`config.mk`:
```
export PLATFORM = sky130hd
export DESIGN_NAME = regbank_sb
export DESIGN_NICKNAME = d
export VERILOG_FILES = /design/src/rtl/regbank_pkg.sv /design/src/rtl/regbank_scoreboard.sv /design/src/rtl/regbank_sb.sv
export SDC_FILE = /design/constraint.sdc
export NUM_CORES = 2
export LEC_CHECK = 0
export BUFFER_PORTS_ARGS = -buffer_cell sky130_fd_sc_hd__clkbuf_2
export CAP_MARGIN = 20
export CORE_UTILIZATION = 35
export CTS_CLUSTER_DIAMETER = 80
export DETAILED_ROUTE_END_ITERATION = 10
export HOLD_SLACK_MARGIN = 0.12
export SYNTH_ARGS = -nofsm -noshare
export SYNTH_HDL_FRONTEND = slang
export SYNTH_SLANG_ARGS = --single-unit
```
`constraint.sdc`:
```
create_clock -name clk -period 5.24 [get_ports clk]
set_clock_uncertainty 0.2 [all_clocks]
set_input_delay 0 -clock clk [delete_from_list [all_inputs] [get_ports clk]]
set_output_delay 0 -clock clk [all_outputs]
set_load 0.05 [all_outputs]
```
`src/rtl/regbank_pkg.sv`:
```
// Shared helpers for the register bank slice.
//   depth_of : number of registers addressed by an ADDR_W-bit address
//   cnt_w    : width of a counter that can hold 0..DEPTH inclusive
package regbank_pkg;

  function automatic int unsigned depth_of(input int unsigned addr_w);
    return 32'd1 << addr_w;
  endfunction

  function automatic int unsigned cnt_w(input int unsigned addr_w);
    return addr_w + 32'd1;
  endfunction

endpackage

```
`src/rtl/regbank_scoreboard.sv`:
```
// Pending-bit scoreboard for the register bank.
// Ports:
//   clk, reset         clock, synchronous active-high reset
//   wr_en[1:0]         writeback enables (each clears pending[wr_addr[p]])
//   wr_addr            packed writeback addresses, port p at [p*ADDR_W +: ADDR_W]
//   iss_en, iss_addr   issue request marking iss_addr pending
//   pending            registered pending vector, one bit per register
//   iss_stall          iss_en & pending[iss_addr] (WAW hazard, issue refused)
//   busy_cnt           number of pending registers
module regbank_scoreboard
  import regbank_pkg::*;
#(
  parameter int unsigned ADDR_W   = 5,
  parameter int unsigned ZERO_REG = 1,
  localparam int unsigned DEPTH   = depth_of(ADDR_W),
  localparam int unsigned CNT_W   = cnt_w(ADDR_W)
) (
  input  logic                clk,
  input  logic                reset,
  input  logic [1:0]          wr_en,
  input  logic [2*ADDR_W-1:0] wr_addr,
  input  logic                iss_en,
  input  logic [ADDR_W-1:0]   iss_addr,
  output logic [DEPTH-1:0]    pending,
  output logic                iss_stall,
  output logic [CNT_W-1:0]    busy_cnt
);

  logic [ADDR_W-1:0] wa0, wa1;
  logic [DEPTH-1:0]  set_vec, clr_vec;
  logic              iss_ok, clr0, clr1;
  logic [1:0]        n_clr;

  assign wa0 = wr_addr[0 +: ADDR_W];
  assign wa1 = wr_addr[ADDR_W +: ADDR_W];

  always_comb begin
    iss_stall = iss_en & pending[iss_addr];
    iss_ok    = iss_en & ~pending[iss_addr] &
                ~((ZERO_REG != 0) && (iss_addr == '0));
    set_vec = '0;
    clr_vec = '0;
    if (iss_ok)   set_vec[iss_addr] = 1'b1;
    if (wr_en[0]) clr_vec[wa0]      = 1'b1;
    if (wr_en[1]) clr_vec[wa1]      = 1'b1;
    // An accepted issue always targets a non-pending bit, so no cleared bit
    // can also be re-set this cycle; only a dual write to one address needs
    // de-duplicating.
    clr0  = wr_en[0] & pending[wa0];
    clr1  = wr_en[1] & pending[wa1] & ~(wr_en[0] & (wa0 == wa1));
    n_clr = {1'b0, clr0} + {1'b0, clr1};
  end

  always_ff @(posedge clk) begin
    if (reset) begin
      pending  <= '0;
      busy_cnt <= '0;
    end else begin
      pending  <= (pending & ~clr_vec) | set_vec;
      busy_cnt <= busy_cnt + CNT_W'(iss_ok) - CNT_W'(n_clr);
    end
  end

endmodule

```
`src/rtl/regbank_sb.sv`:
```
// Multi-port register bank with integrated issue/writeback scoreboard.
// Ports:
//   clk, reset   clock, synchronous active-high reset (clears data and pending)
//   wr_en[1:0]   write enables; port 1 wins on an address collision
//   wr_addr      packed write addresses, port p at [p*ADDR_W +: ADDR_W]
//   wr_data      packed write data,      port p at [p*DATA_W +: DATA_W]
//   rd_addr      packed read addresses (NUM_RD ports)
//   rd_data      packed combinational read data
//   rd_ready     per read port: operand not pending, or forwarded this cycle
//   iss_en/addr  issue request marking a destination pending
//   iss_stall    issue refused because the destination is already pending
//   busy_cnt     number of pending registers
module regbank_sb
  import regbank_pkg::*;
#(
  parameter int unsigned DATA_W   = 32,
  parameter int unsigned ADDR_W   = 5,
  parameter int unsigned NUM_RD   = 2,
  parameter int unsigned ZERO_REG = 1,
  parameter int unsigned BYPASS   = 1
) (
  input  logic                     clk,
  input  logic                     reset,
  input  logic [1:0]               wr_en,
  input  logic [2*ADDR_W-1:0]      wr_addr,
  input  logic [2*DATA_W-1:0]      wr_data,
  input  logic [NUM_RD*ADDR_W-1:0] rd_addr,
  output logic [NUM_RD*DATA_W-1:0] rd_data,
  output logic [NUM_RD-1:0]        rd_ready,
  input  logic                     iss_en,
  input  logic [ADDR_W-1:0]        iss_addr,
  output logic                     iss_stall,
  output logic [ADDR_W:0]          busy_cnt
);

  localparam int unsigned DEPTH = depth_of(ADDR_W);

  logic [DATA_W-1:0] mem [DEPTH];
  logic [DEPTH-1:0]  pending;
  logic [ADDR_W-1:0] wa0, wa1;
  logic [DATA_W-1:0] wd0, wd1;
  logic              wr_go0, wr_go1;

  assign wa0 = wr_addr[0 +: ADDR_W];
  assign wa1 = wr_addr[ADDR_W +: ADDR_W];
  assign wd0 = wr_data[0 +: DATA_W];
  assign wd1 = wr_data[DATA_W +: DATA_W];

  // Port 0 is suppressed on a collision so the array sees a single writer.
  always_comb begin
    wr_go0 = wr_en[0] & ~(wr_en[1] & (wa0 == wa1));
    wr_go1 = wr_en[1];
    if ((ZERO_REG != 0) && (wa0 == '0)) wr_go0 = 1'b0;
    if ((ZERO_REG != 0) && (wa1 == '0)) wr_go1 = 1'b0;
  end

  always_ff @(posedge clk) begin
    if (reset) begin
      for (int unsigned k = 0; k < DEPTH; k++) mem[k] <= '0;
    end else begin
      if (wr_go0) mem[wa0] <= wd0;
      if (wr_go1) mem[wa1] <= wd1;
    end
  end

  regbank_scoreboard #(
    .ADDR_W   (ADDR_W),
    .ZERO_REG (ZERO_REG)
  ) u_sb (
    .clk       (clk),
    .reset     (reset),
    .wr_en     (wr_en),
    .wr_addr   (wr_addr),
    .iss_en    (iss_en),
    .iss_addr  (iss_addr),
    .pending   (pending),
    .iss_stall (iss_stall),
    .busy_cnt  (busy_cnt)
  );

  for (genvar i = 0; i < NUM_RD; i++) begin : g_rd
    logic [ADDR_W-1:0] ra;
    logic [DATA_W-1:0] d;
    logic              r;
    logic              zero_hit;

    assign ra       = rd_addr[i*ADDR_W +: ADDR_W];
    assign zero_hit = (ZERO_REG != 0) && (ra == '0);

    // Port 1 forwarding is evaluated last so it overrides port 0.
    always_comb begin
      d = mem[ra];
      r = ~pending[ra];
      if (BYPASS != 0) begin
        if (wr_en[0] && (wa0 == ra)) begin
          d = wd0;
          r = 1'b1;
        end
        if (wr_en[1] && (wa1 == ra)) begin
          d = wd1;
          r = 1'b1;
        end
      end
      if (zero_hit) begin
        d = '0;
        r = 1'b1;
      end
    end

    assign rd_data[i*DATA_W +: DATA_W] = d;
    assign rd_ready[i]                 = r;
  end

endmodule

```
==> key figures <==
Final layout
  – Non-filler instance count after layout: 6932
  – Layout cell share with drive strength beyond 1: 0.241
  – Nets: 4486
  – Synthesis-to-layout area growth: 11.3%
  – Utilization after layout: 0.392

Pwr
  – Sequential share of power: 0.466
  – Clock power share: 0.363
  – Peak VDD IR: 0.286 mV
  – Comb power frac: 0.171
  – Static leakage: 22.8 nW
  – Pwr/cell area: 301 nW/um2
  – Switching Fraction: 0.292
  – Switch Pwr: 6.28 mW
  – Int Power: 15.3 mW

Clock tree
  – CTS Buffer Depth: 3
  – Clock Latency Late Sink: 740 ps
  – CTS Buf Count: 112
  – Worst-path clk slew: 60 ps
  – # clock sinks: 1062
  – H-tree depth: 3
  – CTS tree: built
  – Setup bufs post-CTS: 0
  – CTS Root Cell: clkbuf_16

Job
  – Max cap viols: 0

Timing
  – Worst hold slack: 184 ps
  – Final max-slew violation count: 0
  – Final Hold Viols: 0
  – Sum Neg Setup Slack: 0 ps
  – Fmax: 0.251 GHz
  – Period utilization: 0.761
  – Worst Max-Slew Pin Slew: 1220 ps
  – Relative slew slack: 0.190
  – RSZ-0062 raised after global routing: no
  – Final setup viols: 0
  – Final min period: 3990 ps

Setup path
  – CP cell instances: dlygate4sd3_1, clkbuf_2, xnor2_1, nand3_1, nor3_1, a21o_1, nor2_4, buf_4, buf_4, a32o_1, dlygate4sd3_1
  – Worst Setup Start Kind: input pin
  – Worst stage delay on the critical path: 860 ps
  – CP max FO: 66
  – Delay-heaviest family, CP: buffers and inverters
  – CP endpoint kind: register
  – CP bufs+invs: 5
  – CP max stage cell: buf_4
  – Crit Path Category: input pin to register
  – Critical Path AT: 4410 ps
  – WP data required: 5660 ps

Placed design
  – RePlAce Congestion: 0.901
  – Post-DP HPWL: 150000 um
  – Number of port buffers: 166
  – Cells after DPL: 6596

Logic synthesis
  – Synth Area in Compound Gates: 0.216
  – XOR/XNOR Fraction of Synth Area: 0.00395
  – Mapped Cells: 4598
  – Mux contribution to synthesized area: 0.212
  – Synth top area share: 0.478
  – Main combinational cell family by area after synthesis: compound AO/OA/AOI/OAI gates
  – Simple-gate share of the synthesized area: 0.0182
  – YS warnings: 0
  – Post-synthesis instance area: 64300 um2
  – Register bit total from synthesis: 1062
  – Synth area leader: edfxtp_1
  – Count leader, synth: edfxtp_1
  – Top post-synthesis cells by area: edfxtp_1 (48%), a32o_1 (15%), mux4_2 (15%), mux2i_1 (5.0%), clkbuf_1 (3.2%)
  – EDFF count, synth: 1024
  – Synth Flop Type: edfxtp_1
  – Top cells by instance count after synthesis: edfxtp_1 (1024), a32o_1 (992), clkbuf_1 (551)
  – Synth Area in Adders: 0.00179
  – Register area share after synthesis: 0.490
  – Post-synth ARST share: 0
  – Netlist cell types: 58
  – Mean Syn Cell Area: 14.0 um2

Global route
  – First-pass GRT wire length: 380000 um
  – Overflow after GRT: 0
  – Initial antenna violation count: 6
  – GR Util All Layers: 0.282
  – Pin count of the biggest net entering global routing: 105
  – Vias in the first global route: 50200

Detailed routing
  – Routed length per placed instance: 39.0 um
  – Routed WL: 270000 um
  – First-pass DRT Iterations: 7
  – Drt drc: 0
  – Via count: 51100
  – Post-DRT Antenna Nets: 0
  – DRT iter0 DRCs: 9239
  – Via density: 7.37

Die
  – Starting density of the core: 0.352
  – Num ports: 167
  – Die area: 186000 um2
  – Die X: 431 um
  – # rows: 157
  – Die Y: 431 um
  – Placeable Area: 183000 um2

Status
  – Status: finished clean

Worst hold path
  – Hold Path Class: input pin to register
[tightest hold or removal path, cell delays in order]
cell and delay [ps]:
dlygate4sd3_1 540, buf_4 360, nor2b_1 180
[worst paths after layout]
kind | start | endpoint | slack [ps] | depth (start not counted)
worst max register to register | u_sb.pending[23] | u_sb.busy_cnt[5] | 1250 | 15
worst max-delay path | wr_addr[2] | mem[27][13] | 1250 | 11
worst min-delay path | reset | u_sb.busy_cnt[1] | 180 | 3
worst min register to register | u_sb.pending[26] | u_sb.pending[26] | 340 | 2
[logic make-up after synthesis]
family / count (synthesis)
buf+inv: 901
other cells: 1
xor+xnor: 29
flops: 1062
fa+ha+maj: 8
mux: 816
compound gates: 1548
simple gates: 233
[power groups by stage]
stage                     Clock [mW]  Sequential (mW)  Combinational [mW]
after floorplan                    0             10.2                2.30
after global placement             0             10.2                3.50
after detailed placement           0             10.2                3.52
after CTS                       7.81             10.0                3.59
after global routing            8.09             10.1                3.75
final                           7.82             10.0                3.68
[cells in the final DEF (no fill, tap or decap), drive strengths merged, types with 32 or more instances in the layout]
master	Yosys	final
a211o	61	61
a211oi	33	33
a21oi	64	64
a22oi	35	35
a32o	992	992
buf	294	193
clkbuf	551	293
clkinv	0	45
conb	1	32
dfxtp	38	38
dlygate4sd3	0	138
edfxtp	1024	1024
inv	56	60
mux2	63	63
mux2i	321	321
mux4	432	432
nand2	60	60
nor2	55	55
nor3	35	35
o21ai	66	66
o221ai	61	61
o22ai	129	129
o32ai	32	32
[flip-flops by register name (all words and copies together) (netlist names)]
register,cells
u_sb.busy_cnt,6
u_sb.pending,32
mem,1024
[per-layer routing]
| metal | track usage | wire [um] | vias up |
|---|---|---|---|
| met5 | 0 | 12 | - |
| met4 | 0.193 | 20800 | 2 |
| met3 | 0.0641 | 33700 | 953 |
| met2 | 0.440 | 123000 | 4420 |
| met1 | 0.349 | 92500 | 26200 |
| li1 | - | - | 19600 |
[cell type report]
class / instances / area [um2]
Antenna cell: 4 / 10.0
Clock buffer: 138 / 2920
Clock inverter: 56 / 462
Fill cell: 16900 / 111000
Inverter: 56 / 210
Multi-Input combinational cell: 2666 / 29600
Sequential cell: 1062 / 31500
Tap cell: 2464 / 3080
Timing Repair Buffer: 486 / 3820
[what timing repair did]
action,4_1_cts,5_1_grt
gates resized for setup,0,0
setup endpoints to repair,0,0
endpoints found under the hold margin,1041,0
hold buffers,138,0
[stage by stage]
step	power [mW]	setup slack [ps]	instance area [um2]
2_1_floorplan	12.5	1500	64500
3_3_place_gp	13.7	975	66800
3_5_place_dp	13.7	1020	66900
4_1_cts	21.4	1230	71600
5_1_grt	21.9	1010	71600
6_report	21.5	1250	71600
Power figures use the tool's default switching activity.
